`config.mk`:
```
export PLATFORM = sky130hd
export DESIGN_NAME = if_fetch_stage_flat
export DESIGN_NICKNAME = d
export VERILOG_FILES = /design/src/rtl/if_fetch_stage_if.sv /design/src/rtl/if_fetch_stage.sv /design/src/flat_wrapper.sv
export SDC_FILE = /design/constraint.sdc
export NUM_CORES = 1
export LEC_CHECK = 0
export CORE_MARGIN = 2
export CORE_UTILIZATION = 45
export CTS_CLUSTER_SIZE = 12
export DETAILED_ROUTE_END_ITERATION = 10
export PLACE_DENSITY = 0.72
export SETUP_SLACK_MARGIN = 0.3
export SYNTH_ARGS = -nofsm -noshare
export SYNTH_HDL_FRONTEND = slang
export SYNTH_SLANG_ARGS = --single-unit
export TNS_END_PERCENT = 20
```
`constraint.sdc`:
```
create_clock -name clk -period 2.6 [get_ports clk]
set_clock_uncertainty 0.05 [all_clocks]
set_input_delay 0.39 -clock clk [delete_from_list [all_inputs] [get_ports clk]]
set_output_delay 0.39 -clock clk [all_outputs]
set_load 0.02 [all_outputs]
```
`src/rtl/if_fetch_stage_if.sv`:
```
// Instruction-memory request/acknowledge bus between the fetch stage (master)
// and an instruction memory of arbitrary latency (slave).
interface if_fetch_stage_if #(
  parameter int ADDR_W  = 32,
  parameter int INSTR_W = 32
);
  logic               req;
  logic [ADDR_W-1:0]  addr;
  logic               ack;
  logic [INSTR_W-1:0] rdata;

  modport master (output req, output addr, input ack, input rdata);
  modport slave  (input req, input addr, output ack, output rdata);
endinterface

```
`src/rtl/if_fetch_stage.sv`:
```
// Fetch stage with IF/ID pipeline register: variable-latency instruction fetch,
// freeze (hold) and taken-branch flush/redirect handling.
module if_fetch_stage #(
  parameter int                ADDR_W   = 32,
  parameter int                INSTR_W  = 32,
  parameter logic [ADDR_W-1:0] RESET_PC = '0
) (
  input  logic                clk,
  input  logic                rst_n,
  input  logic                freeze_i,
  input  logic                branch_taken_i,
  input  logic [ADDR_W-1:0]   branch_addr_i,
  if_fetch_stage_if.master    imem,
  output logic [ADDR_W-1:0]   if_id_pc_o,
  output logic [INSTR_W-1:0]  if_id_instr_o,
  output logic                if_id_valid_o,
  output logic                fetch_busy_o
);

  typedef enum logic [1:0] {
    ST_ISSUE = 2'd0,
    ST_HOLD  = 2'd1,
    ST_DROP  = 2'd2
  } state_e;

  state_e             state_q, state_d;
  logic [ADDR_W-1:0]  pc_q, pc_d;
  logic [ADDR_W-1:0]  drop_addr_q, drop_addr_d;
  logic [INSTR_W-1:0] hold_buf_q, hold_buf_d;
  logic [ADDR_W-1:0]  id_pc_q, id_pc_d;
  logic [INSTR_W-1:0] id_instr_q, id_instr_d;
  logic               id_valid_q, id_valid_d;

  logic               req_s;
  logic               ack_s;
  logic [ADDR_W-1:0]  pc_inc_s;

  assign ack_s    = imem.ack & req_s;
  assign pc_inc_s = pc_q + ADDR_W'(4);

  always_ff @(posedge clk or negedge rst_n) begin
    if (!rst_n) begin
      state_q <= ST_ISSUE;
    end else begin
      state_q <= state_d;
    end
  end

  always_comb begin
    state_d = state_q;
    case (state_q)
      ST_ISSUE: begin
        if (branch_taken_i) begin
          state_d = ack_s ? ST_ISSUE : ST_DROP;
        end else if (ack_s && freeze_i) begin
          state_d = ST_HOLD;
        end else begin
          state_d = ST_ISSUE;
        end
      end
      ST_HOLD: begin
        if (branch_taken_i || !freeze_i) begin
          state_d = ST_ISSUE;
        end else begin
          state_d = ST_HOLD;
        end
      end
      ST_DROP: begin
        if (ack_s) begin
          state_d = ST_ISSUE;
        end else begin
          state_d = ST_DROP;
        end
      end
      default: state_d = ST_ISSUE;
    endcase
  end

  // Request is suppressed combinationally while reset is held so nothing escapes.
  always_comb begin
    req_s        = rst_n & ((state_q == ST_ISSUE) | (state_q == ST_DROP));
    imem.req     = req_s;
    imem.addr    = (state_q == ST_DROP) ? drop_addr_q : pc_q;
    fetch_busy_o = req_s;
  end

  always_comb begin
    pc_d        = pc_q;
    drop_addr_d = drop_addr_q;
    hold_buf_d  = hold_buf_q;
    id_pc_d     = id_pc_q;
    id_instr_d  = id_instr_q;
    id_valid_d  = id_valid_q;
    case (state_q)
      ST_ISSUE: begin
        if (branch_taken_i) begin
          pc_d        = branch_addr_i;
          drop_addr_d = pc_q;
          hold_buf_d  = '0;
          id_pc_d     = '0;
          id_instr_d  = '0;
          id_valid_d  = 1'b0;
        end else if (ack_s) begin
          if (freeze_i) begin
            hold_buf_d = imem.rdata;
          end else begin
            pc_d       = pc_inc_s;
            id_pc_d    = pc_inc_s;
            id_instr_d = imem.rdata;
            id_valid_d = 1'b1;
          end
        end else if (!freeze_i) begin
          // Decode moves on while the fetch is still waiting: feed it a bubble.
          id_pc_d    = '0;
          id_instr_d = '0;
          id_valid_d = 1'b0;
        end else begin
          id_valid_d = id_valid_q;
        end
      end
      ST_HOLD: begin
        if (branch_taken_i) begin
          pc_d       = branch_addr_i;
          hold_buf_d = '0;
          id_pc_d    = '0;
          id_instr_d = '0;
          id_valid_d = 1'b0;
        end else if (!freeze_i) begin
          pc_d       = pc_inc_s;
          id_pc_d    = pc_inc_s;
          id_instr_d = hold_buf_q;
          id_valid_d = 1'b1;
        end else begin
          id_valid_d = id_valid_q;
        end
      end
      ST_DROP: begin
        if (branch_taken_i) begin
          pc_d = branch_addr_i;
        end else begin
          pc_d = pc_q;
        end
      end
      default: begin
        id_valid_d = 1'b0;
      end
    endcase
  end

  always_ff @(posedge clk or negedge rst_n) begin
    if (!rst_n) begin
      pc_q        <= RESET_PC;
      drop_addr_q <= '0;
      hold_buf_q  <= '0;
      id_pc_q     <= '0;
      id_instr_q  <= '0;
      id_valid_q  <= 1'b0;
    end else begin
      pc_q        <= pc_d;
      drop_addr_q <= drop_addr_d;
      hold_buf_q  <= hold_buf_d;
      id_pc_q     <= id_pc_d;
      id_instr_q  <= id_instr_d;
      id_valid_q  <= id_valid_d;
    end
  end

  assign if_id_pc_o    = id_pc_q;
  assign if_id_instr_o = id_instr_q;
  assign if_id_valid_o = id_valid_q;

endmodule

```
`src/flat_wrapper.sv`:
```
// flat-port wrapper written by rule: the top's interface ports become plain ports
module if_fetch_stage_flat 
#(
  parameter int                ADDR_W   = 32,
  parameter int                INSTR_W  = 32,
  parameter logic [ADDR_W-1:0] RESET_PC = '0
)
  (clk, rst_n, freeze_i, branch_taken_i, branch_addr_i, if_id_pc_o, if_id_instr_o, if_id_valid_o, fetch_busy_o, imem_req, imem_addr, imem_ack, imem_rdata);
  if_fetch_stage_if #(.ADDR_W(ADDR_W), .INSTR_W(INSTR_W)) imem_i ();
  input  logic clk;
  input  logic rst_n;
  input  logic freeze_i;
  input  logic branch_taken_i;
  input  logic [ADDR_W-1:0] branch_addr_i;
  output logic [ADDR_W-1:0] if_id_pc_o;
  output logic [INSTR_W-1:0] if_id_instr_o;
  output logic if_id_valid_o;
  output logic fetch_busy_o;
  output wire logic [$bits(imem_i.req)-1:0] imem_req;
  output wire logic [$bits(imem_i.addr)-1:0] imem_addr;
  input wire logic [$bits(imem_i.ack)-1:0] imem_ack;
  input wire logic [$bits(imem_i.rdata)-1:0] imem_rdata;
  assign imem_req = imem_i.req;
  assign imem_addr = imem_i.addr;
  assign imem_i.ack = imem_ack;
  assign imem_i.rdata = imem_rdata;
  if_fetch_stage #(.ADDR_W(ADDR_W), .INSTR_W(INSTR_W), .RESET_PC(RESET_PC)) u_core (.clk(clk), .rst_n(rst_n), .freeze_i(freeze_i), .branch_taken_i(branch_taken_i), .branch_addr_i(branch_addr_i), .imem(imem_i), .if_id_pc_o(if_id_pc_o), .if_id_instr_o(if_id_instr_o), .if_id_valid_o(if_id_valid_o), .fetch_busy_o(fetch_busy_o));
endmodule
```
## Yosys cells after proc, flatten, opt, wreduce, memory -nomap -nowiden

Cells that the tools add are included.

- Output and inout port bits: 99
- Word-level logic and storage cells: 68
- Register bits: 163
- Input port bits: 69

- Add/subtract/negate cells: 1
- Bitwise logic cells: 4
- Equal/unequal tests: 9
- Multiplexer cells: 35
- Reduce and logical (&&, ||, !) cells: 12

Operator list:

| operator | count |
|---|---|
| 32-bit two-way mux | 20 |
| 32-bit one-hot mux with 2 select lines | 3 |
| 32-bit one-hot mux with 3 select lines | 1 |
| 32-bit by 3-bit adder with 32-bit output (second input constant) | 1 |
| 3-bit inequality test (second input constant) | 3 |
| 1-bit two-way mux | 7 |
| 2-bit one-hot mux with 3 select lines | 1 |
| 2-bit AND reduction | 3 |
| 3-bit AND reduction | 2 |
| 2-bit two-way mux | 2 |
| 2-bit inequality test (second input constant) | 2 |
| 4-bit by 3-bit inequality test with 1-bit output (second input constant) | 1 |
| 4-bit AND reduction | 1 |
| 3-bit by 2-bit inequality test with 1-bit output (second input constant) | 1 |
| 1-bit one-hot mux with 3 select lines | 1 |
| 3-bit nonzero test | 1 |
| 1-bit bitwise AND | 2 |
| 2-bit by 1-bit equality test with 1-bit output (second input constant) | 1 |
| 2-bit equality test (second input constant) | 1 |
| 2-bit zero test | 1 |
| 2-bit nonzero test | 1 |
| 1-bit logical AND | 1 |
| 1-bit zero test | 1 |
| 1-bit logical OR | 1 |
| 2 further kinds | 2 |

## Longest topological paths before layout

Gate-level depths: netlist of run 1.

- Depth in word-level cells: 8
- Depth in mapped cells: 8
- Depth with buffers taken out: 6

## Least setup slack after synthesis of run 1

No wires, ideal clock.

- Kind: register to output
- Start point: register u_core.state_q[1]
- End point: output imem_addr[10]
- Arrival time: 1713 ps
- Data required time: 2160 ps
- Buffers on the path: 3
- Setup slack: 447 ps
- Cell stages (with the launch flop): 6
- Path through: dfrtp_1 -> clkbuf_1 -> nor2b_1 -> buf_2 -> buf_1 -> mux2_2

- Cells in the longest elaborated chain, start to end: 2

Ends and longest elaborated chain:

| what | line | source |
|---|---|---|
| start: declaration | if_fetch_stage.sv:26 | `state_e state_q, state_d;` |
| start signal: assignment | if_fetch_stage.sv:45 | `state_q <= state_d;` |
| 2-bit equality test | if_fetch_stage.sv:83 | `imem.addr = (state_q == ST_DROP) ? drop_addr_q : pc_q;` |
| 32-bit two-way mux | if_fetch_stage.sv:83 |  |
| end: declaration | flat_wrapper.sv:20 | `output wire logic [$bits(imem_i.addr)-1:0] imem_addr;` |

No other way between the ends.

## Final worst setup path of run 1

- Start point: register u_core.state_q[0]
- End point: output imem_addr[4]

Same word-level chain as after synthesis.

==> results of run 1 <==
## registers in the layout, summed over array words and instances (netlist names)
signal	cells
u_core.drop_addr_q	32
u_core.hold_buf_q	32
u_core.if_id_instr_o	32
u_core.if_id_pc_o	32
u_core.pc_q	32
u_core.state_q	2
u_core.if_id_valid_o	1
## cells in the mapped netlist, types with 3 or more instances
cell type / instances
dfrtp_1: 163
nand2_1: 147
o21ai_0: 110
mux2_2: 63
clkbuf_1: 45
nor2_1: 27
a21oi_1: 26
a32oi_1: 20
nand3_1: 19
buf_2: 18
a22oi_1: 17
xnor2_1: 16
xor2_1: 12
a21o_1: 7
and4_1: 7
nand4_1: 7
o22ai_1: 7
a221o_1: 6
a22o_1: 6
and3_1: 5
buf_1: 5
inv_1: 5
nor4_1: 5
a2bb2oi_1: 4
nor3_1: 4
or3_1: 4
a31oi_1: 3
and2_1: 3
buf_4: 3
clkbuf_2: 3
nor2b_1: 3
o21ai_1: 3
## cells by family (layout without fill, tap and decap cells)
group           count (synthesis)  after routing  share of synthesized area (%)
simple gates                  244            244                          14.28
xor+xnor                       28             28                          3.123
mux                            64             64                          9.162
flops                         163            163                          51.94
buf+inv                        80            249                          4.302
compound gates                218            218                          17.03
fa+ha+maj                       1              1                         0.1593
## critical path, stage by stage (launching register included)
cell             delay, ns
dfrtp_1               0.41
nor2b_4               0.17
buf_12                0.19
mux2_2                0.35
clkdlybuf4s50_1       0.54
## power groups by stage
stage / clock, mW / sequential, mW / combinational (mW)
floorplan: 0 / 3.32 / 1.34
global placement: 0 / 3.34 / 2.31
detailed placement: 0 / 3.36 / 2.34
CTS: 2.50 / 3.32 / 2.31
global route: 2.61 / 3.40 / 2.46
finish: 2.47 / 3.33 / 2.29
## cell type report
cell class	count	area share, %
clock buffer	23	4.434
clock inverter	8	0.9840
inverter	6	0.2134
multi-input combinational	555	33.06
sequential	163	38.65
tap	225	2.667
timing repair buffer	212	19.99
## per-stage QoR
step | hold slack (ns) | instances | worst slack (ns)
2_1_floorplan | 0.04441 | 798 | 0.4473
3_3_place_gp | 0.4118 | 1156 | 0.3093
3_5_place_dp | 0.4168 | 1156 | 0.2514
4_1_cts | 0.1032 | 1192 | 0.03330
5_1_grt | 0.1210 | 1192 | 0.01418
6_report | 0.06165 | 1192 | 0.06333
## worst max path at each step
stage | start | to | slack (ns) | cells after the start
after global placement | imem_ack | u_core.if_id_instr_o[0] | 0.31 | 6
after global routing | u_core.state_q[0] | imem_addr[14] | 0.01 | 4
after detailed placement | imem_ack | u_core.if_id_instr_o[31] | 0.25 | 6
after floorplan | u_core.state_q[1] | imem_addr[10] | 0.45 | 5
final | u_core.state_q[0] | imem_addr[4] | 0.06 | 4
after CTS | u_core.state_q[0] | imem_addr[20] | 0.03 | 5
## repair_timing
action                                  in CTS  in global routing
setup buffers                                3                  0
endpoints found under the setup margin      34                 37
gates resized for setup                     17                  7
hold buffers                                 1                  0
hold endpoints to repair                    29                  0
gates cloned                                 1                  0
## cells in the final DEF, fill, tap and decap left out, types with 5 or more instances in the layout
cell,count
a22oi_1,17
and4_1,7
a32oi_1,20
buf_12,6
nand4_1,7
dlygate4sd2_1,17
mux2_2,63
a22o_1,6
xnor2_1,16
clkdlybuf4s50_1,142
o22ai_1,7
nor4_1,5
inv_1,5
o21ai_0,110
xor2_1,12
nor2_1,25
nand2_1,147
dlymetal6s2s_1,7
dfrtp_1,163
a21o_1,7
a21oi_1,25
buf_4,37
and3_1,5
a221o_1,6
nand3_1,19
clkbuf_16,17
## per-layer routing
metal	vias up	GRT usage, %	wire length [µm]
met5	-	0	13
met4	2	7.870	377
met3	33	4.847	1304
met2	204	37.07	10110
met1	3233	32.51	9543
li1	3144	-	-
==> out/summary.txt, run 1 <==
================================================================================
Post-route antenna net violation count                                         0
Crit end category                                                   primary output
Drt first-iter violations                                                    550
Minimum period implied by the final worst setup slack                   2.537 ns
Synthesis Warnings                                                             0
Sequential fraction of the synthesis area                                 51.94%
Post-detail-place hpwl                                                  14010 µm
Int Pwr                                                                 5.568 mW
Final weighted congestion in routability-driven placement                 0.8410
Maximum fanout along the worst path                                           19
Total cell area at the placement stage                                  9921 µm²
Final net count                                                             1025
Port-buffer cells                                                            167
Global route overflow                                                          0
TritonCTS clock tree                                                        done
Utilization of the core after routing                                     61.44%
Register share of total power                                              41.1%
Portion of total power attributed to the clock network                     30.6%
Setup slack of the most critical reg-to-reg path                         0.34 ns
Average wire length per cell after detail routing                       17.91 µm
Vias per std cell                                                          5.550
Path category of the worst min-delay check                          input port to async pin
Post-synthesis instance area                                            7853 µm²
R2r endpoint                                                        u_core.pc_q[25]
Maximum buffer depth of the clock tree                                         2
Die extent in y                                                         136.1 µm
Pre-Repair DR Iteration Count                                                  5
WS Path Type                                                        flop to primary output
Initial antenna violation count                                                1
Worst-path clk slew                                                      0.06 ns
Pin count of the biggest net entering global routing                         135
Wire length of the first global-routing pass                            33700 µm
Max-Cap Viols                                                                  0
Setup repair after global routing missed its margin                          yes
Netlist cell types                                                            51
Number of DRC violations after detailed routing                                0
Kind of start point of the critical path                                    flop
Clock network latency to the later pin of the worst-skew pair            0.43 ns
Die Footprint                                                          18520 µm²
Number of slew-limit violations in the final report                            0
Combinational Power Share                                                  28.3%
Total via count after detailed routing                                      6616
Post-synthesis async set-or-reset flop share                              100.0%
Total clock buffers created by CTS                                            17
CTS H-tree depth                                                               4
Fraction of post-synthesis cell area in the top cell type by area         51.94%
Post-synthesis to final-layout area growth                                34.40%
Relative slew slack                                                       51.53%
Nets in the synthesized netlist                                              868
Number of hold-slack violations in the final timing report                     0
Leading register cell type out of synthesis                              dfrtp_1
Worst reg2reg path depth                                                       6
Core area                                                              17180 µm²
Setup violators final                                                          0
Horizontal die dimension                                                136.1 µm
Overall routed net length                                               21350 µm
Clock root buffer                                                      clkbuf_16
Net switching power figure                                              2.516 mW
Effective utilization at floorplan                                        45.72%
Placement Rows                                                                48
Count of mapped cells out of synthesis                                       798
Maximum resistive drop on vdd                                          0.5563 mV
Result of the run                                                   finished, final reports clean
Power per cell area                                                 766.0 nW/µm²
Multi-input logic area                                                  3490 µm²
FF+latch area                                                           4079 µm²
Reg-to-reg critical path startpoint                                 u_core.pc_q[2]
Measured slew at the worst slew-check pin                              0.7222 ns
Achievable clock frequency                                            0.3942 GHz
Part of the cycle the worst path needs                                    97.56%
Summed negative setup slack over all endpoints                              0 ns
Average footprint of a synthesized cell                                9.840 µm²
Total Power Consumption                                                 8.085 mW
Biggest area contributors in the synthesized netlist                dfrtp_1 (52%), mux2_2 (9.0%), nand2_1 (7.0%)
Leakage power of the design                                             4.419 nW
Cell taking the most area after synthesis                                dfrtp_1
Post-layout instance area                                              10550 µm²
Crit path arrival time                                                   2.10 ns
Number of inserted filler cells in the final layout                         1469
Share of layout cells above drive strength 1                              15.31%
Number of enable flip-flop cells after synthesis                               0
Switching Share                                                           31.12%
Worst path required time                                                 2.16 ns
Clock sink total                                                             163
Total Routing Usage GR                                                    23.52%
Total of flip-flops plus latches after synthesis                             163
Vias in the first global route                                              6299
Top-Level Pins                                                               168
Count of inserted antenna diode cells                                          0
================================================================================
(Power assumes the default switching activity.)
==> run 2: changes to the inputs <==
CORE_UTILIZATION = 51   (was 45)
HOLD_SLACK_MARGIN = 0.12   (was unset)
PLACE_DENSITY = 0.8   (was 0.72)
SLEW_MARGIN = 5   (was unset)
==> run 2 against run 1 <==
Compared with the run above: power barely moved; cell count decreased by 3.1%; sequential share of layout area grew 0.083 points; register-to-register slack worse by 0.04 ns; sequential power about the same; largest power group unchanged.
==> out/summary.txt, run 2 (same netlist as run 1, synthesis figures left out) <==
============================================================================
Result of the run                                               finished, final reports clean
Crit path arrival time                                               2.09 ns   about the same
Top-Level Pins                                                           168   unchanged
Wire length of the first global-routing pass                        33640 µm   -0.16%
Core area                                                          15150 µm²   -12%
Worst path required time                                             2.16 ns   about the same
Final weighted congestion in routability-driven placement             0.8543   +1.6%
Worst hold stages                                                          2
Post-synthesis to final-layout area growth                            34.11%
Path category of the worst min-delay check                      flop to flop
Vias per std cell                                                      5.827   +5.0%
Setup violators final                                                      0   unchanged
Part of the cycle the worst path needs                                97.50%   about the same
Commonest cells after routing, fill and taps aside              dfrtp_1 (163), nand2_1 (147), clkdlybuf4s50_1 (136), o21ai_0 (110), mux2_2 (63)
Maximum fanout along the worst path                                       17   -2
Max-Cap Viols                                                              0   unchanged
Count of inserted antenna diode cells                                      0   unchanged
CTS H-tree depth                                                           4   unchanged
Average wire length per cell after detail routing                   18.33 µm   +2.4%
Setup slack of the most critical reg-to-reg path                     0.30 ns   -0.04 ns
Horizontal die dimension                                            128.1 µm   -5.9%
Crit end category                                               primary output
Total Routing Usage GR                                                26.19%   +2.7 points
Measured slew at the worst slew-check pin                          0.7137 ns   -0.008481 ns
Reg-to-reg critical path startpoint                             u_core.pc_q[3]
Setup repair after global routing missed its margin                      yes
Setup slack at placement                                           0.2410 ns   -0.01041 ns
Post-detail-place hpwl                                              13750 µm   -1.9%
Clock sink total                                                         163   unchanged
Final net count                                                         1024   -0.098%
Vias in the first global route                                          6407   +1.7%
Total via count after detailed routing                                  6730   +1.7%
Clock network latency to the later pin of the worst-skew pair        0.42 ns   about the same
Share of layout cells above drive strength 1                          15.31%   unchanged
Worst setup slack after layout                                    0.06503 ns   +0.001702 ns
Maximum buffer depth of the clock tree                                     2   unchanged
Minimum period implied by the final worst setup slack               2.535 ns   -0.001702 ns
Effective utilization at floorplan                                    51.85%   +6.1 points
Leakage power of the design                                         4.457 nW   +0.87%
Worst reg2reg path depth                                                   6   unchanged
Kind of start point of the critical path                                flop
Most common cell after layout, fill and taps aside                   dfrtp_1
Number of DRC violations after detailed routing                            0   unchanged
WS Path Type                                                    flop to primary output
Pre-Repair DR Iteration Count                                              5   unchanged
Relative slew slack                                                   52.10%   +0.57 points
Summed negative setup slack over all endpoints                          0 ns   unchanged
Achievable clock frequency                                        0.3945 GHz   about the same
Port-buffer cells                                                        167   unchanged
TritonCTS clock tree                                                    done
Initial antenna violation count                                            0   -1
Placement Rows                                                            45   -6.3%
Startpoint of the worst setup timing path                       u_core.state_q[0]
Drt first-iter violations                                                641   +17%
Global route overflow                                                      0   unchanged
Overall routed net length                                           21170 µm   -0.82%
Die Footprint                                                      16410 µm²   -11%
Cell count after placement                                              1119   -3.2%
Startpoint of the lowest-slack hold path                        u_core.hold_buf_q[19]
Worst-path clk slew                                                  0.06 ns   about the same
Total clock buffers created by CTS                                        17   unchanged
Number of hold-slack violations in the final timing report                 0   unchanged
Pin count of the biggest net entering global routing                     131   -3.0%
Clock root buffer                                                  clkbuf_16
Final Non-Filler Cells                                                  1155   -3.1%
Post-route antenna net violation count                                     0   unchanged
Worst hold slack after final layout                                0.4285 ns   +0.3669 ns
Maximum resistive drop on vdd                                      0.4641 mV   -17%
Power per cell area                                             767.9 nW/µm²   +0.24%
Die extent in y                                                     128.1 µm   -5.9%
Number of slew-limit violations in the final report                        0   unchanged
============================================================================
run 2: critical path: stages (launching register included):
cell and delay [ns]:
dfrtp_1 0.41, nor2b_4 0.18, buf_12 0.19, mux2_2 0.35, clkdlybuf4s50_1 0.54
run 2: timing repair:
action	CTS	global route
setup endpoints to repair	34	55
hold endpoints to repair	163	0
cloned	1	0
gates resized for setup	19	11
buffers inserted	2	0
hold buffers	1	0
run 2: routing by layer:
metal  part of all wire [%]  routed length (µm)  vias up  track usage, %
met1                     45                9471     3293           37.53
met2                     47                9956      262           40.77
met4                    2.1                 441        0           8.791
met3                    6.2                1304       31           4.466
li1                       -                   -     3144               -
met5                      0                   0        -               0
run 2: worst paths after layout:
| check | endpoint |
|---|---|
| setup / recovery | imem_addr[15] |
| hold / removal | u_core.hold_buf_q[19] |
| setup reg to reg | u_core.pc_q[22] |
| hold reg to reg | u_core.hold_buf_q[19] |
| max in group asynchronous | u_core.pc_q[7] |
| min in group asynchronous | u_core.state_q[0] |
run 2: final cells by class:
type / count / area, µm²
multi-input combinational: 555 / 3490
fill: 1123 / 4614
tap: 188 / 235.2
inverter: 6 / 22.52
timing repair buffer: 211 / 2122
clock inverter: 8 / 101.3
clock buffer: 24 / 481.7
sequential: 163 / 4079
run 2: metrics by stage:
step	power, mW	util (%)	cell area [µm²]
after floorplan	4.660	-	7853
after global placement	5.627	65.28	9887
after detailed placement	5.692	65.28	9887
after CTS	8.118	69.35	10500
after global routing	8.461	69.53	10530
final	8.087	69.53	10530
run 2: report_power, final:
part           total, mW  switching (mW)  internal, mW
Clock               2.48           0.992          1.49
Sequential          3.36           0.371          2.99
Combinational       2.25            1.15          1.10
